$ cat config.mk
export PLATFORM = sky130hd
export DESIGN_NAME = rot_dma_master
export DESIGN_NICKNAME = d
export VERILOG_FILES = /design/src/rtl/rot_dma_master.sv
export SDC_FILE = /design/constraint.sdc
export NUM_CORES = 1
export LEC_CHECK = 0
export CAP_MARGIN = 40
export CORE_ASPECT_RATIO = 0.75
export CORE_MARGIN = 4
export CORE_UTILIZATION = 55
export DETAILED_ROUTE_END_ITERATION = 8
export PLACE_DENSITY = 0.73
export SLEW_MARGIN = 10
export SYNTH_ARGS = -nofsm -noshare
export SYNTH_HDL_FRONTEND = slang
export SYNTH_SLANG_ARGS = --single-unit
$ cat constraint.sdc
create_clock -name I_HCLK -period 4 [get_ports I_HCLK]
set_input_delay 0.4 -clock I_HCLK [delete_from_list [all_inputs] [get_ports I_HCLK]]
set_output_delay 0.4 -clock I_HCLK [all_outputs]
set_load 0.02 [all_outputs]
$ cat src/rtl/rot_dma_master.sv
// rtl/rot_dma_master.sv - AHB-Lite INCR burst DMA master with pixel FIFO; optional ROT_DMA_KB_SPLIT_EN
module rot_dma_master #(
  parameter int DEPTH = 32,
  parameter int AW    = 32
) (
  input  logic                   I_HCLK,
  input  logic                   I_HRESET_N,
  input  logic                   I_CMD_VALID,
  input  logic [AW-1:0]          I_ADDR,
  input  logic [2:0]             I_SIZE,
  input  logic                   I_WRITE,
  input  logic [4:0]             I_COUNT,
  output logic                   O_DMA_READY,
  output logic [AW-1:0]          O_HADDR,
  output logic [1:0]             O_HTRANS,
  output logic                   O_HWRITE,
  output logic [2:0]             O_HSIZE,
  output logic [2:0]             O_HBURST,
  output logic [31:0]            O_HWDATA,
  input  logic [31:0]            I_HRDATA,
  input  logic                   I_HREADY,
  input  logic                   I_HRESP,
  output logic                   O_BUSY,
  output logic                   O_ERROR,
  output logic [$clog2(DEPTH):0] O_FIFO_LEVEL
);

  localparam int LW   = $clog2(DEPTH);
  localparam int LVLW = LW + 1;

  localparam logic [1:0] HT_IDLE   = 2'd0;
  localparam logic [1:0] HT_NONSEQ = 2'd2;
  localparam logic [1:0] HT_SEQ    = 2'd3;

  typedef enum logic [2:0] {S_IDLE, S_WAIT, S_ADDR, S_DATA, S_ERR} state_e;

  state_e          state_q, state_d;
  logic [AW-1:0]   addr_q, addr_d;
  logic [2:0]      size_q, size_d;
  logic            write_q, write_d;
  // Full beat count while waiting, then address phases still to issue.
  logic [4:0]      beats_q, beats_d;
  logic            first_q, first_d;
  // A data phase is outstanding on the bus.
  logic            dp_q, dp_d;
  logic            error_q, error_d;

  logic [31:0]     mem_q [DEPTH];
  logic [LW-1:0]   wr_ptr_q, rd_ptr_q;
  logic [LVLW-1:0] level_q;

  logic            active;
  logic            data_err;
  logic            data_ok;
  logic            addr_acc;
  logic            push;
  logic            pop;
  logic            fifo_ok;
  logic [4:0]      beats_in;
  logic [AW-1:0]   addr_inc;

  assign active   = (state_q == S_ADDR) || (state_q == S_DATA);
  assign data_err = active && dp_q && I_HRESP;
  assign data_ok  = active && dp_q && I_HREADY && !I_HRESP;
  assign addr_acc = (state_q == S_ADDR) && I_HREADY && !data_err;
  assign push     = data_ok && !write_q;
  // An errored write beat still consumes its FIFO word.
  assign pop      = active && dp_q && write_q && (I_HREADY || I_HRESP);
  assign beats_in = (I_COUNT == 5'd0) ? 5'd1 : I_COUNT;
  assign addr_inc = AW'(1) << size_q;
  // The whole burst must fit before it starts, so the FIFO never over/underflows.
  assign fifo_ok  = write_q ? (level_q >= LVLW'(beats_q))
                            : ((LVLW'(DEPTH) - level_q) >= LVLW'(beats_q));

  // State register
  always_ff @(posedge I_HCLK) begin
    if (!I_HRESET_N) state_q <= S_IDLE;
    else             state_q <= state_d;
  end

  // Next-state logic
  always_comb begin
    state_d = state_q;
    case (state_q)
      S_IDLE: if (I_CMD_VALID) state_d = S_WAIT;
      S_WAIT: if (fifo_ok) state_d = S_ADDR;
      S_ADDR: begin
        if (data_err)                          state_d = S_ERR;
        else if (I_HREADY && beats_q == 5'd1)  state_d = S_DATA;
      end
      S_DATA: begin
        if (data_err)      state_d = S_ERR;
        else if (I_HREADY) state_d = S_IDLE;
      end
      S_ERR:   state_d = S_ERR;
      default: state_d = S_IDLE;
    endcase
  end

  // Output logic
  always_comb begin
    O_DMA_READY = (state_q == S_IDLE) && I_HRESET_N;
    O_BUSY      = (state_q == S_WAIT) || active;
    O_HTRANS    = HT_IDLE;
    if (state_q == S_ADDR) begin
      O_HTRANS = first_q ? HT_NONSEQ : HT_SEQ;
`ifdef ROT_DMA_KB_SPLIT_EN
      if (addr_q[9:0] == 10'd0) O_HTRANS = HT_NONSEQ;
`endif
    end
    O_HWDATA = (active && dp_q && write_q) ? mem_q[rd_ptr_q] : 32'd0;
  end

  assign O_HADDR      = addr_q;
  assign O_HWRITE     = write_q;
  assign O_HSIZE      = size_q;
  assign O_HBURST     = 3'd1;
  assign O_ERROR      = error_q;
  assign O_FIFO_LEVEL = level_q;

  // Command and burst-progress next-state values
  always_comb begin
    addr_d  = addr_q;
    size_d  = size_q;
    write_d = write_q;
    beats_d = beats_q;
    first_d = first_q;
    dp_d    = dp_q;
    error_d = error_q;
    if (state_q == S_IDLE && I_CMD_VALID) begin
      addr_d  = I_ADDR;
      size_d  = I_SIZE;
      write_d = I_WRITE;
      beats_d = beats_in;
      first_d = 1'b1;
      dp_d    = 1'b0;
    end
    if (addr_acc) begin
      addr_d  = addr_q + addr_inc;
      beats_d = beats_q - 5'd1;
      first_d = 1'b0;
      dp_d    = 1'b1;
    end else if (data_ok) begin
      dp_d = 1'b0;
    end
    if (data_err) begin
      dp_d    = 1'b0;
      error_d = 1'b1;
    end
  end

  // Command and burst-progress registers
  always_ff @(posedge I_HCLK) begin
    if (!I_HRESET_N) begin
      addr_q  <= '0;
      size_q  <= 3'd0;
      write_q <= 1'b0;
      beats_q <= 5'd0;
      first_q <= 1'b0;
      dp_q    <= 1'b0;
      error_q <= 1'b0;
    end else begin
      addr_q  <= addr_d;
      size_q  <= size_d;
      write_q <= write_d;
      beats_q <= beats_d;
      first_q <= first_d;
      dp_q    <= dp_d;
      error_q <= error_d;
    end
  end

  // FIFO pointers and occupancy; push and pop are mutually exclusive
  always_ff @(posedge I_HCLK) begin
    if (!I_HRESET_N) begin
      wr_ptr_q <= '0;
      rd_ptr_q <= '0;
      level_q  <= '0;
    end else if (push) begin
      wr_ptr_q <= wr_ptr_q + LW'(1);
      level_q  <= level_q + LVLW'(1);
    end else if (pop) begin
      rd_ptr_q <= rd_ptr_q + LW'(1);
      level_q  <= level_q - LVLW'(1);
    end
  end

  // FIFO storage
  always_ff @(posedge I_HCLK) begin
    if (push) mem_q[wr_ptr_q] <= I_HRDATA;
  end

endmodule
==> flow_metrics.tcl, run 1 <==
set metrics [dict create \
    gp_congestion 0.838 \
    post-route-min-period_ns 3.90 \
    whs_ns 0.283 \
    max-slew-margin-rel_pct 45.0 \
    p_int_mw 18.6 \
    cellPowerDensity_nw_per_um2 468 \
    power.static_leakage_nw 15.5 \
    ir_drop_uv 476 \
    fin_nets 2542 \
    hold_violations 0 \
    grtUsageMet2_pct 41.2 \
    htree_num_levels 3 \
    wirelength_mm 111 \
    netlist_area_um2 43000 \
    ys_types 72 \
    p_comb_share_pct 5.3 \
    seq_power_share_pct 53.8 \
    setup_viol_count_final 0 \
    io_pins 160 \
    yosys_most_used_dff "edfxtp_1" \
    power_frac_clock_pct 40.9 \
    via_count 23547 \
    cts-root-buf "clkbuf_16" \
    die_x_um 331 \
    ys_warn_count 0 \
    arrival_ns 3.50 \
    final_antenna_net_count 0 \
    post_drt_wl_per_cell_um 31.2 \
    crit_path_end_kind "primary output" \
    antenna_found_initial 4 \
    syn_inst 2153 \
    async_reset_ff_share_pct 0 \
    area_growth_pct 17.9 \
    grt_setup_unrepaired "false" \
    cap_violations 0 \
    critPathLaunchType "flop" \
    clock_latency_ns 0.68 \
    cts_hold_buf 0 \
    coreArea_um2 77200 \
    fmax_ghz 0.256 \
    yosysSeqAreaShare_pct 74.8 \
    cts_buffers 103 \
    use_met3_pct 7.11 \
    crit_type "reg2out" \
    start_util_pct 55.7 \
    die_height_um 250 \
    switching_power_mw 5.09 \
    slew_violations 0 \
    first_iter_violations 3362 \
    via_per_inst 6.63 \
    cts_tree "done" \
    drc 0 \
    row_count 88 \
    post-dp-hpwl_mm 63.2 \
    path_max_fanout 56 \
    synth-edff-count 1024 \
    cp.required_ns 3.60 \
    final_util_pct 65.6 \
    clockBufferDepth 3 \
    dr.pass1.iters 5 \
    place_inst 3344 \
    grt_max_degree 67 \
    dieArea_um2 82700 \
    status "completed" \
    cts.clk_slew.worst_paths_ns 0.07 \
    layout-drive-gt1-share_pct 24.1 \
    ys_ff_latch 1092 \
    clock-skew-final_ns 0.0238 \
    grt_busiest_layer "met2" \
    use_met1_pct 39.2 \
    swShare_pct 21.5 \
    fin_cells 3549 \
    grt_pass1_vias 23615 \
    hp-class "in2reg" \
    synth.avg_cell_area_um2 20.0 \
    fin_crit_sh_pct 97.6 \
    cts.sinks 1092 \
    overflow 0 \
    tightestPinTransition_ns 0.822 \
    track_usage_pct 27.0 \
    io_buffers 156 \
    regToRegSetupSlack_ns 0.92 \
    grt_first_pass_wirelength_mm 162 \
]
final timing paths:
| check | endpoint | startpoint | cells past startpoint |
|---|---|---|---|
| min reg2reg | O_HADDR[2] | O_HADDR[2] | 2 |
| max reg2reg | O_HADDR[17] | O_HSIZE[2] | 7 |
| max | O_HWDATA[28] | flop | 7 |
| min | O_HSIZE[0] | I_SIZE[0] | 3 |
cell usage after synthesis (all sizes together), types with 3 or more instances:
master,number,area (µm²)
mux2i,39,390
or4,8,63.8
or2,3,18.8
or3,13,81.3
mux4,256,5770
o21ai,21,109
nand2b,3,18.8
or3b,3,26.3
nor3b,4,30.0
a22oi,73,548
buf,49,250
xnor2,11,96.3
a21o,7,52.6
inv,16,60.1
a211o,32,280
o22ai,32,200
nand4,15,93.8
a211oi,6,57.6
and2,4,25.0
clkbuf,76,285
nand3b,4,30.0
o211ai,15,113
dfxtp,68,1360
nand3,10,55.1
and3,8,50.1
edfxtp,1024,30700
a31oi,51,319
a21oi,33,165
nor2,82,315
ha,29,363
nor4,10,77.6
o221ai,4,35.0
nor2b,5,31.3
nor3,11,60.1
o311ai,8,70.1
and4,3,26.3
o21a,3,22.5
nand2,73,277
xor2,11,96.3
final cells by class:
type | instances | area (µm²)
antenna | 1 | 2.50
clock buffer | 125 | 2700
clock inverter | 60 | 622
fill | 4887 | 26500
inverter | 16 | 60.1
multi-input combinational | 921 | 10600
sequential | 1092 | 32100
tap | 1035 | 1290
timing repair buffer | 299 | 3290
kinds of logic (layout without fill, tap and decap cells):
group | Yosys count | in the layout | synth area share (%)
xor+xnor | 22 | 22 | 0.449
compound gates | 304 | 304 | 4.99
flops | 1092 | 1092 | 74.8
simple gates | 266 | 266 | 3.14
other cells | 2 | 4 | 0.0175
fa+ha+maj | 31 | 31 | 0.938
mux | 295 | 295 | 14.3
buf+inv | 141 | 500 | 1.39
critical path, cell delays in order (launching register included):
cell and delay (ns):
dfxtp_4 0.56, buf_12 0.27, buf_16 0.33, mux4_2 0.28, mux2i_1 0.08, a211o_1 0.34, a31oi_1 0.22, clkdlybuf4s50_1 0.66
stage by stage:
stage / instance area [µm²] / setup WS, ns / power, mW / setup TNS, ns
floorplan: 43000 / 0.830 / 13.6 / 0
global placement: 46700 / 0.631 / 14.1 / 0
detailed placement: 47000 / 0.578 / 14.2 / 0
CTS: 50400 / -0.0306 / 23.8 / -0.0563
global route: 50700 / 0.00166 / 24.4 / 0
finish: 50700 / 0.0977 / 23.7 / 0
power by group through the flow:
stage               registers [mW]  clock network, mW  logic [mW]
detailed placement            13.0                  0        1.22
CTS                           12.7               9.79        1.23
global placement              13.0                  0        1.14
global route                  12.8               10.3        1.36
floorplan                     13.0                  0       0.573
finish                        12.8               9.69        1.25
flip-flops by register name (all words and copies together), names as in the netlist, named ones only:
register / count
O_HWRITE: 1
O_HADDR: 32
first_q: 1
dp_q: 1
beats_q: 5
mem_q: 1024
wr_ptr_q: 5
O_FIFO_LEVEL: 6
state_q: 3
O_HSIZE: 3
rd_ptr_q: 5
O_ERROR: 1
per-layer routing:
layer | routed length, µm | part of all wire (%)
met5 | 22 | 0.020
met1 | 42600 | 38
met4 | 3250 | 2.9
met3 | 12400 | 11
met2 | 52500 | 47
layout by cell type, fill, tap and decap left out, drive strengths merged, types with 29 or more instances in the layout:
| master | netlist | routed |
|---|---|---|
| a211o | 32 | 32 |
| nor2 | 82 | 82 |
| buf | 49 | 144 |
| a21oi | 33 | 33 |
| dfxtp | 68 | 68 |
| nand2 | 73 | 73 |
| ha | 29 | 29 |
| clkdlybuf4s50 | 0 | 154 |
| clkinv | 0 | 42 |
| a22oi | 73 | 73 |
| mux2i | 39 | 39 |
| mux4 | 256 | 256 |
| edfxtp | 1024 | 1024 |
| a31oi | 51 | 51 |
| o22ai | 32 | 32 |
| clkbuf | 76 | 125 |
timing repair:
item,CTS,global route
resized for setup,2,10
setup endpoints to repair,12,12
pin swaps,0,0
setup buffers,7,0
Power figures use the tool's default switching activity.
==> run 2: changes to the inputs <==
Settings changed: ABC_AREA set to 1.
Clock period 4 ns to 4.4 ns, I/O delays scaled along.
==> run 2 against run 1 <==
  * Utilization down 1.3 points
  * Synthesized cell count up 65%
  * Critical path depth up 1
  * Global-route usage about the same
  * Sequential power down 9%
  * Sequential cell count unchanged
  * Non-clock buffer count down 27
  * Critical path type unchanged
  * Largest cell class unchanged
  * Highest routed layer unchanged
==> flow_metrics.tcl, run 2 <==
set metrics [dict create \
    dieArea_um2 85400 \
    grt_setup_unrepaired "false" \
    slowest_delay_ns 0.75 \
    critPathLaunchType "flop" \
    io_buffers 156 \
    antenna_found_initial 6 \
    grt_first_pass_wirelength_mm 175 \
    cts-root-buf "clkbuf_16" \
    synth-edff-count 1024 \
    first_iter_violations 4079 \
    die_height_um 254 \
    post-route-min-period_ns 4.24 \
    wirelength_mm 118 \
    ys_types 46 \
    yosysSeqAreaShare_pct 72.3 \
    path_max_fanout 43 \
    cp.required_ns 3.96 \
    hp-class "in2reg" \
    crit_type "reg2out" \
    yosys_most_used_dff "edfxtp_1" \
    die_x_um 336 \
    post_drt_wl_per_cell_um 24.5 \
    ys_ff_latch 1092 \
    power.static_leakage_nw 16.6 \
    slew_violations 0 \
    final_common_cell "edfxtp_1" \
    syn_inst 3553 \
    hold_violations 0 \
    cap_violations 0 \
    grt_pass1_vias 28652 \
    grt_max_degree 199 \
    arrival_ns 3.80 \
    endpoint "O_HWDATA[25]" \
    track_usage_pct 27.0 \
    reg2regPathDepth 7 \
    setup_viol_count_final 0 \
    fin_nets 3795 \
    tightestPinTransition_ns 0.870 \
    htree_num_levels 3 \
    cts.clk_slew.worst_paths_ns 0.07 \
    ys_warn_count 0 \
    synth.avg_cell_area_um2 12.5 \
    post-dp-hpwl_mm 66.3 \
    netlist_area_um2 44400 \
    max-slew-margin-rel_pct 42.0 \
    regToRegSetupSlack_ns 1.42 \
    final_util_pct 64.4 \
    overflow 0 \
    top_register "mem_q" \
    status "completed" \
    via_per_inst 6.29 \
    rr_startpoint "state_q[1]" \
    clock-skew-final_ns 0.0212 \
    fin_crit_sh_pct 96.4 \
    crit_path_end_kind "primary output" \
    clockBufferDepth 3 \
    ir_drop_uv 368 \
    fmax_ghz 0.236 \
    layout-drive-gt1-share_pct 8.56 \
    largest_register_ffs 1024 \
    clock_latency_ns 0.66 \
    start_util_pct 56.0 \
    cellPowerDensity_nw_per_um2 422 \
    async_reset_ff_share_pct 0 \
    yosysTopAreaCell "edfxtp_1" \
    yosys-top-cells-area "edfxtp_1 69%, o21ai_0 6.2%, nor2_1 5.5%" \
    via_count 30256 \
    yosysMostFrequentCell "edfxtp_1" \
    gp_congestion 0.833 \
    drc 0 \
    cts_buffers 100 \
    path_cells "buf_4 > o21ai_0 > o22ai_1 > nor2_1 > nor2_1 > o21ai_0 > a31oi_1 > clkdlybuf4s50_1" \
    dr.pass1.iters 6 \
    io_pins 160 \
    crit_path_top_delay_cell "dfxtp_4" \
    synth_top_cells_by_count "1,024 x edfxtp_1, 645 x nor2_1, 550 x o21ai_0" \
    cts_tree "done" \
    synth_top_area_share_pct 69.3 \
    r2r_end "mem_q[23][30]" \
    cts.sinks 1092 \
    area_growth_pct 15.0 \
    final_antenna_net_count 0 \
    coreArea_um2 79300 \
    layout_common_cells "1,024 x edfxtp_1, 614 x nor2_1, 550 x o21ai_0" \
    row_count 89 \
    tns_ns 0 \
]
==> run 2: logic make-up (layout without fill, tap and decap cells) <==
family / Yosys count / count (layout) / synth area share [%]
buffers and inverters: 345 / 554 / 3.27
other: 2 / 4 / 0.0169
and+or+nand+nor: 1098 / 1098 / 10.2
DFF: 1092 / 1092 / 72.3
xor gates and xnor gates: 14 / 14 / 0.276
AOI/OAI and AO/OA: 971 / 971 / 13.0
adders and majority gates: 31 / 31 / 0.908
==> run 2: area by class of cell <==
type,count,area (µm²)
inverters,103,413
multi-input cells,2117,11100
well taps,1046,1310
fillers,5757,28200
diodes,1,2.50
clock buffers,114,2580
clock inverters,65,527
flip-flops and latches,1092,32100
repair buffers,272,3020
==> run 2: worst min path at each step <==
stage / startpoint / to / slack (ns) / depth (start not counted)
3_3_place_gp: rd_ptr_q[4] / flop / 0.45 / 2
5_1_grt: I_ADDR[0] / O_HADDR[0] / 0.37 / 3
4_1_cts: I_ADDR[8] / O_HADDR[8] / 0.33 / 3
3_5_place_dp: O_ERROR / O_ERROR / 0.46 / 1
2_1_floorplan: rd_ptr_q[4] / flop / 0.44 / 2
6_report: I_ADDR[8] / O_HADDR[8] / 0.36 / 3
==> run 2: what timing repair did <==
item	4_1_cts	5_1_grt
hold buffers	0	0
buffers inserted	0	1
gates resized for setup	0	0
endpoints found under the setup margin	0	8
==> run 2: critical path: cells and delay by family (launching register included) <==
kind	cells	cell delay, ns
buffers and inverters	2	1.19
and+or+nand+nor	2	0.20
DFF	1	0.75
AOI/OAI and AO/OA	4	0.96
==> run 2: layer usage <==
layer | wire length [µm] | global-route usage, %
met5 | 50 | 0
met4 | 3170 | 7.89
met3 | 11900 | 4.83
met2 | 55200 | 43.0
met1 | 47400 | 38.7
==> run 2: per-stage QoR <==
stage | area, µm² | total power [mW] | instances | hold slack (ns) | setup slack [ns]
2_1_floorplan | 44400 | 12.7 | 3554 | 0.442 | 0.506
3_3_place_gp | 47400 | 13.3 | 4601 | 0.448 | 0.744
3_5_place_dp | 47900 | 13.4 | 4629 | 0.459 | 0.747
4_1_cts | 51000 | 21.6 | 4808 | 0.334 | 0.0127
5_1_grt | 51000 | 22.3 | 4809 | 0.373 | 0.0113
6_report | 51000 | 21.6 | 4810 | 0.361 | 0.158
==> run 2: power breakdown <==
group          total (mW)  internal (mW)  switching (mW)  leakage (nW)
Sequential           11.6           11.5           0.172          9.76
Clock                8.38           4.61            3.77          1.50
Combinational        1.54          0.595           0.947          5.34
